`config.mk`:
```
export PLATFORM = sky130hd
export DESIGN_NAME = tcp_tx_stream_gen
export DESIGN_NICKNAME = d
export VERILOG_FILES = /design/src/rtl/tcp_tx_stream_gen.sv
export SDC_FILE = /design/constraint.sdc
export NUM_CORES = 1
export LEC_CHECK = 0
export ABC_AREA = 1
export BUFFER_PORTS_ARGS = -buffer_cell sky130_fd_sc_hd__buf_2
export CAP_MARGIN = 20
export CORE_AREA = 2 2 332 334
export CTS_BUF_LIST = sky130_fd_sc_hd__clkbuf_16
export CTS_CLUSTER_DIAMETER = 200
export DETAILED_ROUTE_END_ITERATION = 6
export DIE_AREA = 0 0 334 336
export RECOVER_POWER = 100
export SYNTH_ARGS = -nofsm -noshare
export SYNTH_HDL_FRONTEND = slang
export SYNTH_SLANG_ARGS = --single-unit
```
`constraint.sdc`:
```
create_clock -name aclk -period 3.5 [get_ports aclk]
set_clock_uncertainty 0.15 [all_clocks]
set_input_delay 0.35 -clock aclk [delete_from_list [all_inputs] [get_ports aclk]]
set_output_delay 0.35 -clock aclk [all_outputs]
set_load 0.02 [all_outputs]
```
`src/rtl/tcp_tx_stream_gen.sv`:
```
// TCP transmit driver: requests tx space per packet, waits for the stack's
// status, then streams a fixed-length payload of running beat indices.
module tcp_tx_stream_gen #(
  parameter int DATA_W    = 512,
  parameter int RETRY_GAP = 64
) (
  input  logic                aclk,
  input  logic                aresetn,
  input  logic                start,
  input  logic [15:0]         cfg_session,
  input  logic [15:0]         cfg_pkt_len,
  input  logic [31:0]         cfg_num_pkts,
  output logic                m_tx_meta_valid,
  input  logic                m_tx_meta_ready,
  output logic [31:0]         m_tx_meta_data,
  input  logic                s_tx_sts_valid,
  output logic                s_tx_sts_ready,
  input  logic [63:0]         s_tx_sts_data,
  output logic                m_tx_data_valid,
  input  logic                m_tx_data_ready,
  output logic [DATA_W-1:0]   m_tx_data_data,
  output logic [DATA_W/8-1:0] m_tx_data_keep,
  output logic                m_tx_data_last,
  output logic                busy,
  output logic                done,
  output logic [63:0]         sent_bytes,
  output logic [31:0]         retry_cnt
);

  localparam int BPB = DATA_W / 8;
  localparam int LOG = $clog2(BPB);
  localparam int GW  = $clog2(RETRY_GAP + 1);
  localparam logic [LOG:0]  BPB_L    = (LOG+1)'(BPB);
  localparam logic [GW-1:0] GAP_LAST = GW'(RETRY_GAP - 1);

  typedef enum logic [2:0] {
    S_IDLE, S_META, S_STS, S_DATA, S_GAP, S_DONE
  } state_e;

  state_e        state_q;
  logic [15:0]   sess_q;
  logic [15:0]   len_q;
  logic [31:0]   pkts_q;
  logic [15:0]   beats_q;
  logic [63:0]   idx_q;
  logic [63:0]   sent_q;
  logic [31:0]   retry_q;
  logic [GW-1:0] gap_q;

  logic [16:0]    len_ext;
  logic [15:0]    beats_init;
  logic [LOG-1:0] tail;
  logic [LOG:0]   tail_bytes;
  logic [LOG:0]   beat_bytes;
  logic           is_last;
  logic           sts_match;
  logic [2:0]     sts_err;
  logic [BPB-1:0] ones;
  logic [44:0]    sts_unused;

  assign len_ext    = {1'b0, len_q} + 17'(BPB - 1);
  assign beats_init = 16'(len_ext >> LOG);
  assign tail       = len_q[LOG-1:0];
  assign tail_bytes = (tail == '0) ? BPB_L : {1'b0, tail};
  assign is_last    = (beats_q == 16'd1);
  assign beat_bytes = is_last ? tail_bytes : BPB_L;
  assign sts_match  = (s_tx_sts_data[15:0] == sess_q);
  assign sts_err    = s_tx_sts_data[63:61];
  assign sts_unused = s_tx_sts_data[60:16];
  assign ones       = '1;

  assign m_tx_meta_valid = (state_q == S_META);
  assign m_tx_meta_data  = {len_q, sess_q};
  assign s_tx_sts_ready  = (state_q == S_STS);
  assign m_tx_data_valid = (state_q == S_DATA);
  assign m_tx_data_data  = {(DATA_W/64){idx_q}};
  assign m_tx_data_last  = is_last;
  assign m_tx_data_keep  = is_last ? (ones >> (BPB_L - tail_bytes)) : ones;
  assign busy            = (state_q != S_IDLE) && (state_q != S_DONE);
  assign done            = (state_q == S_DONE);
  assign sent_bytes      = sent_q;
  assign retry_cnt       = retry_q;

  always_ff @(posedge aclk or negedge aresetn) begin
    if (!aresetn) begin
      state_q <= S_IDLE;
      sess_q  <= '0;
      len_q   <= '0;
      pkts_q  <= '0;
      beats_q <= '0;
      idx_q   <= '0;
      sent_q  <= '0;
      retry_q <= '0;
      gap_q   <= '0;
    end else begin
      unique case (state_q)
        S_IDLE, S_DONE: begin
          if (start) begin
            sess_q  <= cfg_session;
            len_q   <= cfg_pkt_len;
            pkts_q  <= cfg_num_pkts;
            sent_q  <= '0;
            retry_q <= '0;
            state_q <= (cfg_num_pkts == '0) ? S_DONE : S_META;
          end
        end
        S_META: begin
          if (m_tx_meta_ready) state_q <= S_STS;
        end
        S_STS: begin
          // statuses for other sessions are drained and dropped
          if (s_tx_sts_valid && sts_match) begin
            if (sts_err == 3'd0) begin
              beats_q <= beats_init;
              state_q <= S_DATA;
            end else begin
              if (retry_q != '1) retry_q <= retry_q + 32'd1;
              gap_q   <= '0;
              state_q <= S_GAP;
            end
          end
        end
        S_DATA: begin
          if (m_tx_data_ready) begin
            idx_q   <= idx_q + 64'd1;
            sent_q  <= sent_q + 64'(beat_bytes);
            beats_q <= beats_q - 16'd1;
            if (is_last) begin
              pkts_q  <= pkts_q - 32'd1;
              state_q <= (pkts_q == 32'd1) ? S_DONE : S_META;
            end
          end
        end
        S_GAP: begin
          if (gap_q == GAP_LAST) state_q <= S_META;
          else gap_q <= gap_q + 1'b1;
        end
        default: state_q <= S_IDLE;
      endcase
    end
  end

endmodule

```
==> results of run 1 <==
## where the power goes
group / switching (uW) / internal (uW) / leakage [uW]
registers: 1130 / 3650 / 0.00322
clock network: 1490 / 2360 / 0.000619
logic: 5860 / 2130 / 0.00692
## layout by cell type (no fill, tap or decap), types with 8 or more instances in the layout
cell type,synthesis,layout
nor2_1,441,441
o21ai_0,169,174
dlygate4sd3_1,0,52
xor2_1,72,71
nand2_1,845,842
buf_2,17,137
inv_1,359,364
o22ai_1,10,10
nor3_1,79,80
nand4_1,101,101
xnor2_1,26,26
nand3_1,165,165
clkbuf_16,0,37
dfrtp_1,250,249
ha_1,19,16
buf_4,451,37
clkbuf_2,0,33
nor4_1,11,11
o21ai_1,16,10
clkbuf_1,35,666
a21oi_1,57,57
nand3b_1,8,8
nand2_2,8,9
nor2_2,6,8
nor2_4,10,8
clkinv_2,1,8
## final cells by class
type                            count  area [um^2]
Clock inverter                     27          284
Multi-Input combinational cell   2097         9930
Timing Repair Buffer              931         4230
Clock buffer                       37          926
Fill cell                       12600        83600
Sequential cell                   250         6260
Inverter                          366         1380
Tap cell                         1414         1770
## per-stage QoR
step	cells	cell area [um^2]	hold WS, ns	util	total power, uW
final	5122	24800	0.0627	0.229	16600
after global routing	5122	24800	0.0458	0.229	17800
after CTS	5113	25700	0.00739	0.237	17100
after detailed placement	4993	23800	0.217	0.220	13000
after global placement	4993	23800	0.221	0.220	12900
after floorplan	3226	21200	-0.0956	-	10300
## registers in the layout (all words and copies together) (netlist names)
signal	flops
idx_q	64
len_q	16
gap_q	7
retry_cnt	32
beats_q	16
sent_bytes	64
pkts_q	32
sess_q	16
state_q	3
## final timing paths
path,cells after the start,slack (ns),end,from
min in group asynchronous,2,0.67,pkts_q[6]$_DFFE_PN0P_,aresetn
hold / removal,5,0.06,pkts_q[27]$_DFFE_PN0P_,cfg_num_pkts[27]
setup / recovery,13,0.16,m_tx_data_keep[10],len_q[0]$_DFFE_PN0P_
hold reg to reg,1,0.35,idx_q[23]$_DFFE_PN0P_,idx_q[23]$_DFFE_PN0P_
setup reg to reg,20,0.30,sent_bytes[20]$_DFFE_PN0P_,beats_q[8]$_DFFE_PN0P_
max in group asynchronous,3,0.46,sent_bytes[42]$_DFFE_PN0P_,aresetn
## cell families (layout without fill, tap and decap cells)
| logic type | count (synthesis) | in the layout | synth area share |
|---|---|---|---|
| simple gates | 1704 | 1704 | 0.344 |
| buf+inv | 879 | 1361 | 0.238 |
| compound gates | 273 | 273 | 0.0676 |
| flops | 250 | 250 | 0.296 |
| xor+xnor | 100 | 100 | 0.0426 |
| fa+ha+maj | 20 | 20 | 0.0122 |
## timing repair
action,CTS,global route
endpoints found under the hold margin,98,0
pin swaps,1,8
hold buffers,52,0
endpoints found under the setup margin,22,59
setup buffers,4,9
gates resized for setup,21,25
## worst reg2reg max path, delay by kind of cell, from the launching register on
kind | cells | cell delay [ns]
buffers and inverters | 5 | 0.43
and+or+nand+nor | 11 | 1.46
adders and majority gates | 2 | 0.51
AOI/OAI and AO/OA | 2 | 0.20
DFF | 1 | 0.40
## per-layer routing
metal,vias to the layer above,global-route usage,share of wire
met4,2,0.0358,0.026
met1,10400,0.202,0.43
met5,-,0,0.0011
li1,10600,-,-
met3,121,0.0388,0.079
met2,896,0.269,0.47
==> results.py, run 1 <==
metrics = {
    "sta": {
        "finalMaxSlewViolations": 55,
        "tightest_slew_ns": 1.80,
        "slew_headroom": -0.198,
        "rsz0062_at_grt": "no",
        "setup_viol": 0,
        "setup_tns_ns": 0,
        "fmax_mhz": 299,
        "post-route-period-util": 0.955,
        "hold_viol_final": 0,
        "worst_slack_ns": 0.157,
        "layout_min_cycle_time_ns": 3.34,
    },
    "global_routing": {
        "grt_pass1_vias": 20100,
        "grt_max_degree": 69,
        "grt_antenna_before_repair": 1,
        "grt_overflow": 0,
        "grt_use_total": 0.158,
        "grt_pass1_wl_mm": 133,
    },
    "critical_path": {
        "critPathTopFamily": "buffers and inverters",
        "worstPathCellList": "inv_2 -> ha_2 -> nand3_4 -> nand2_2 -> nand2_2 -> xor2_4 -> buf_12 -> buf_4 -> nor3_4 -> buf_4 -> nor2_1 -> buf_4 -> buf_2",
        "cp-end-kind": "primary output",
        "cp_max_fo": 7,
        "cp.required_ns": 3.00,
        "cpMaxStageDelayCell": "dfrtp_1",
        "startpoint_type": "flip-flop",
        "critPathArrivalTime_ns": 2.84,
        "cpMostUsedCell": "buf_4",
        "worstPathBufferInverterCount": 6,
        "max_stage_delay_ns": 0.40,
        "worstSetupPathType": "flip-flop to primary output",
    },
    "synthesis": {
        "ys_warn_count": 0,
        "synth_top_cell_by_area": "dfrtp_1",
        "syn_area_mm2": 0.0212,
        "yosysMostFrequentCell": "nand2_1",
        "synth.area.top_cells": "dfrtp_1, buf_4, nand2_1",
        "ys_ff_latch": 250,
        "synthFlopType": "dfrtp_1",
        "synth-edff-count": 0,
        "synthCells": 3226,
        "synthDominantCellAreaShare": 0.296,
        "synthTopCellsByCount": "nand2_1, buf_4, nor2_1",
        "ys_async_sr_fraction": 1.00,
        "yosysSeqAreaShare": 0.296,
        "yosysUniqueCellTypes": 53,
        "synth_area_per_cell_um2": 6.56,
        "synth_fp_nets": 3380,
    },
    "clock_network": {
        "cts_sinks": 250,
        "clk_latency_ns": 0.57,
        "root_buffer": "clkbuf_16",
        "path_clk_slew_ns": 0.06,
        "cts_tree": "built",
        "htreeDepth": 2,
        "cts_made_buffers": 36,
        "cts_buffer_depth": 3,
    },
    "cells_and_area": {
        "fin_nets": 3836,
        "antenna_cells": 0,
        "syn_to_final_growth_pct": 17.1,
        "drive_gt1_frac": 0.0885,
    },
    "floorplanning": {
        "fp.coreArea_mm2": 0.108,
        "die_area_mm2": 0.112,
        "die_h_um": 336,
        "io-pin-count": 844,
        "num_rows": 121,
        "initial_core_util": 0.195,
        "die_x_um": 334,
    },
    "route": {
        "vias": 22100,
        "wl_per_cell_um": 18.2,
        "drt-initial-drc-count": 1741,
        "drc_errors": 0,
        "viasPerCell": 4.31,
        "first_pass_iters": 6,
        "routed_wl_mm": 93.5,
        "ant_nets": 0,
    },
    "power_and_ir_drop": {
        "ir_drop_mv": 0.348,
        "powerDensity_mw_per_mm2": 671,
        "p_leak_uw": 0.0108,
    },
    "flow_run": {
        "drv_cap": 1,
    },
    "place": {
        "post-dp-hpwl_mm": 74.9,
        "dp_slack_ns": 0.0621,
        "numPortBuffers": 798,
        "gp_congestion": 0.908,
    },
    "worst_hold_path": {
        "min_path_type": "primary input to flip-flop",
    },
    "status": {
        "violations": "capacitance limit, slew limit",
        "status": "finished with violations",
    },
}
(Power assumes the default switching activity.)
==> inputs of run 2 (changes only) <==
CORE_AREA = 4 4 324 326   (was 2 2 332 334)
DIE_AREA = 0 0 328 330   (was 0 0 334 336)
==> results.py, run 2 (same netlist as run 1, synthesis figures left out) <==
metrics = {
    "status": {
        "status": "finished with violations",
        "violations": "capacitance limit, slew limit",
    },
    "critical_path": {
        "worstSetupPathType": "flip-flop to primary output",
        "cp_max_fo": 5,
        "critPathArrivalTime_ns": 2.82,
        "crit_start": "len_q[0]$_DFFE_PN0P_",
        "r2r-start": "beats_q[5]$_DFFE_PN0P_",
        "cp-end-kind": "primary output",
        "cp.required_ns": 3.00,
        "startpoint_type": "flip-flop",
    },
    "cells_and_area": {
        "syn_to_final_growth_pct": 15.6,
        "regArea_mm2": 0.00626,
        "drive_gt1_frac": 0.0824,
        "fin_nets": 3817,
        "design_area_mm2": 0.0245,
        "final_util": 0.240,
        "layout_commonest_cell": "nand2_1",
        "mostFrequentLayoutCells": "nand2_1, clkbuf_1, nor2_1, inv_1, dfrtp_1",
        "multi_input_area_mm2": 0.00989,
        "nFillCells": 11800,
    },
    "sta": {
        "setup_viol": 0,
        "tightest_slew_ns": 2.53,
        "finalMaxSlewViolations": 84,
        "slew_headroom": -0.689,
        "layout_min_cycle_time_ns": 3.32,
        "fmax_mhz": 301,
        "rsz0062_at_grt": "no",
        "hold_viol_final": 0,
        "setup_tns_ns": 0,
        "post-route-period-util": 0.950,
        "worst_slack_ns": 0.175,
    },
    "global_routing": {
        "grt_pass1_wl_mm": 130,
        "grt_overflow": 0,
        "grt_max_degree": 86,
        "grt_use_total": 0.159,
        "grt_antenna_before_repair": 4,
        "grt_pass1_vias": 20100,
    },
    "floorplanning": {
        "num_rows": 117,
        "initial_core_util": 0.208,
        "die_h_um": 330,
        "io-pin-count": 844,
        "die_area_mm2": 0.108,
        "fp.coreArea_mm2": 0.102,
        "die_x_um": 328,
    },
    "route": {
        "drt-initial-drc-count": 1445,
        "viasPerCell": 4.34,
        "first_pass_iters": 6,
        "vias": 21900,
        "routed_wl_mm": 91.7,
        "drc_errors": 0,
        "ant_nets": 0,
        "wl_per_cell_um": 18.1,
    },
    "clock_network": {
        "cts_tree": "built",
        "htreeDepth": 2,
        "root_buffer": "clkbuf_16",
        "cts_made_buffers": 36,
        "path_clk_slew_ns": 0.06,
        "cts_sinks": 250,
        "cts_buffer_depth": 3,
        "clk_latency_ns": 0.55,
    },
    "power_and_ir_drop": {
        "ir_drop_mv": 0.367,
        "fin_total_pwr_uw": 16200,
        "powerDensity_mw_per_mm2": 661,
        "p_leak_uw": 0.0106,
    },
    "place": {
        "gp_congestion": 0.907,
        "numPortBuffers": 798,
        "place_area_mm2": 0.0237,
        "dp_slack_ns": 0.154,
        "post-dp-hpwl_mm": 72.9,
    },
    "worst_hold_path": {
        "min-delay-start": "cfg_num_pkts[9]",
        "min_path_type": "primary input to flip-flop",
    },
    "flow_run": {
        "drv_cap": 1,
    },
}
==> run 2: cell count changes in the layout (fill, tap and decap cells not counted), sizes merged <==
cell	change
clkinv	+1
inv	+4
clkbuf	-15
bufinv	-4
dlygate4sd3	-4
diode	+1
==> run 2: worst max-delay path, stage by stage, from the launching register on <==
cell and delay, ns:
dfrtp_1 0.40, inv_1 0.08, buf_4 0.16, ha_4 0.17, inv_2 0.11, ha_1 0.36
inv_2 0.07, nor2_1 0.23, o21ai_0 0.16, o21ai_0 0.25, clkbuf_1 0.28
==> run 2: what timing repair did <==
item | CTS | global route
pin swaps | 0 | 4
resized for setup | 11 | 21
setup buffers | 2 | 5
hold buffers | 48 | 0
setup endpoints to repair | 47 | 55
hold endpoints to repair | 127 | 0
==> run 2: per-stage QoR <==
step / hold slack (ns) / instances
finish: 0.0371 / 5059
global route: 0.0439 / 5058
CTS: 0.000686 / 5053
detailed placement: 0.333 / 4938
global placement: 0.329 / 4938
floorplan: -0.0956 / 3226
==> run 2: routing by layer <==
metal | track usage | vias up | routed length, um
li1 | - | 10600 | -
met1 | 0.197 | 10300 | 38200
met2 | 0.265 | 842 | 42700
met3 | 0.0417 | 148 | 7330
met4 | 0.0586 | 6 | 3460
met5 | 0 | - | 84
==> run 2: layout make-up <==
class | count | area share
Antenna cell | 1 | 0.000102
Clock buffer | 37 | 0.0378
Clock inverter | 28 | 0.00747
Inverter | 366 | 0.0566
Multi-Input combinational cell | 2097 | 0.404
Sequential cell | 250 | 0.256
Tap cell | 1368 | 0.0700
Timing Repair Buffer | 912 | 0.168
==> run 2: final timing paths <==
path | end | slack, ns | cells after the start
worst max-delay path | m_tx_data_keep[53] | 0.18 | 10
worst min-delay path | pkts_q[9]$_DFFE_PN0P_ | 0.04 | 3
worst max register to register | sent_bytes[20]$_DFFE_PN0P_ | 0.30 | 20
worst min register to register | idx_q[28]$_DFFE_PN0P_ | 0.34 | 1
max in group asynchronous | sess_q[15]$_DFFE_PN0P_ | 0.46 | 3
min in group asynchronous | retry_cnt[2]$_DFFE_PN0P_ | 1.02 | 2
==> run 2: where the power goes <==
| group | internal, uW | total, uW | switching (uW) |
|---|---|---|---|
| sequential | 3650 | 4840 | 1190 |
| combinational | 2070 | 7820 | 5750 |
| clock | 2060 | 3530 | 1470 |
==> inputs of run 3 (changes only) <==
clock period = 2.8 ns   (was 3.5 ns; I/O delays follow)
==> results.py, run 3 (same netlist as run 1, synthesis figures left out) <==
metrics = {
    "status": {
        "status": "finished with violations",
        "violations": "capacitance limit, slew limit, setup timing",
    },
    "route": {
        "first_pass_iters": 6,
        "wl_met2_mm": 48.0,
        "wl_met1_mm": 40.7,
        "drc_errors": 0,
        "topRoutingLayerUsed": "met5",
        "vias": 23000,
        "drt-initial-drc-count": 1556,
        "routed_wl_mm": 100,
        "wl_met3_mm": 8.03,
        "viasPerCell": 4.38,
        "wl_per_cell_um": 19.1,
        "ant_nets": 0,
    },
    "worst_hold_path": {
        "min_path_type": "primary input to flip-flop",
        "min-delay-start": "cfg_num_pkts[21]",
        "min_to": "pkts_q[21]$_DFFE_PN0P_",
        "hold_depth": 5,
    },
    "sta": {
        "worst_slack_ns": -0.273,
        "hold_viol_final": 0,
        "rsz0062_at_grt": "yes",
        "slew_headroom": -0.129,
        "post-route-period-util": 1.10,
        "layout_min_cycle_time_ns": 3.07,
        "tightest_slew_ns": 1.69,
        "setup_viol": 98,
        "fmax_mhz": 325,
        "finalMaxSlewViolations": 54,
    },
    "floorplanning": {
        "num_rows": 117,
        "die_x_um": 328,
        "io-pin-count": 844,
        "fp.coreArea_mm2": 0.102,
        "die_h_um": 330,
        "initial_core_util": 0.208,
        "die_area_mm2": 0.108,
    },
    "clock_network": {
        "htreeDepth": 2,
        "cts_sinks": 250,
        "cts_tree": "built",
        "cts_made_buffers": 35,
        "cts_buffer_depth": 3,
        "root_buffer": "clkbuf_16",
        "clk_latency_ns": 0.55,
        "path_clk_slew_ns": 0.06,
    },
    "flow_run": {
        "drv_cap": 1,
    },
    "critical_path": {
        "critPathArrivalTime_ns": 2.64,
        "cp.required_ns": 2.37,
        "cp-end-kind": "primary output",
        "startpoint_type": "flip-flop",
        "ff2ff_setup_slack_ns": -0.27,
        "r2r_cells": 22,
        "r2r_end": "sent_bytes[40]$_DFFE_PN0P_",
        "worstSetupPathType": "flip-flop to primary output",
        "cp_max_fo": 8,
        "r2r-start": "beats_q[6]$_DFFE_PN0P_",
    },
    "global_routing": {
        "grt_use_total": 0.172,
        "grt_max_degree": 69,
        "grt_pass1_wl_mm": 140,
        "grt_pass1_vias": 21300,
        "grt_antenna_before_repair": 8,
        "grt_overflow": 0,
    },
    "place": {
        "numPortBuffers": 798,
        "post-dp-hpwl_mm": 77.2,
        "dp_slack_ns": -0.585,
        "gp_congestion": 0.895,
    },
    "power_and_ir_drop": {
        "power.share.clock": 0.195,
        "p_int_uw": 11300,
        "p_leak_uw": 0.0124,
        "ir_drop_mv": 0.557,
        "switching_share": 0.514,
        "p_switching_uw": 12000,
        "powerDensity_mw_per_mm2": 825,
        "combPwrFrac": 0.558,
        "p_seq_frac": 0.247,
    },
    "cells_and_area": {
        "drive_gt1_frac": 0.206,
        "mostFrequentLayoutCells": "nand2_1, clkbuf_1, nor2_1, inv_1, dfrtp_1",
        "layout_commonest_cell": "nand2_1",
        "final_util": 0.278,
        "fin_nets": 4014,
        "syn_to_final_growth_pct": 33.6,
    },
}
==> run 3: routing by layer <==
metal  vias up  global-route usage
met5         -                   0
met4         6              0.0495
met3       197              0.0384
met2       924               0.298
met1     10900               0.213
li1      11000                   -
==> run 3: stage by stage <==
stage               cells  setup TNS (ns)  hold WS (ns)  area, um^2  power (uW)
global placement     5060           -5.81         0.124       24700       16900
floorplan            3226           -3.22        -0.166       21200       12900
finish               5257          -15.14        0.0502       28300       23300
global route         5254          -37.90        0.0634       28300       24800
CTS                  5223          -10.08       0.00775       28200       23200
detailed placement   5060           -7.85         0.127       24700       17000
==> run 3: worst max-delay path by stage <==
stage,from,endpoint,slack (ns)
finish,len_q[0]$_DFFE_PN0P_,m_tx_data_keep[12],-0.27
global route,beats_q[3]$_DFFE_PN0P_,sent_bytes[24]$_DFFE_PN0P_,-0.45
CTS,len_q[1]$_DFFE_PN0P_,m_tx_data_keep[58],-0.20
detailed placement,len_q[1]$_DFFE_PN0P_,m_tx_data_keep[10],-0.58
global placement,len_q[1]$_DFFE_PN0P_,m_tx_data_keep[10],-0.69
floorplan,beats_q[6]$_DFFE_PN0P_,sent_bytes[40]$_DFFE_PN0P_,-0.26
==> run 3: power by group through the flow <==
stage	Clock, uW	Combinational [uW]	Sequential [uW]
finish	4540	13000	5760
global route	4800	14100	5910
CTS	4670	12800	5740
detailed placement	0	11200	5770
global placement	0	11200	5750
floorplan	0	6570	6290
==> run 3: area by class of cell <==
type | instances | area, um^2
fillers | 11300 | 73500
multi-input cells | 2097 | 11300
repair buffers | 1110 | 6420
flip-flops and latches | 250 | 6260
well taps | 1368 | 1710
inverters | 366 | 1420
clock buffers | 37 | 926
clock inverters | 23 | 203
diodes | 6 | 15.0
==> run 3: critical path, stage by stage (launching register included) <==
cell	delay (ns)
dfrtp_1	0.39
inv_2	0.13
ha_4	0.16
nand3_4	0.12
nand2_4	0.14
nand2_8	0.07
xor2_4	0.18
nand2_4	0.12
nand2_8	0.08
buf_12	0.16
buf_12	0.15
o21ai_1	0.14
inv_1	0.06
buf_2	0.16
==> run 3: what timing repair did <==
item	in CTS	in global routing
resized for setup	388	214
pin swaps	63	82
hold buffers	60	0
endpoints found under the setup margin	118	126
hold endpoints to repair	123	0
cloned	4	1
setup buffers	44	37
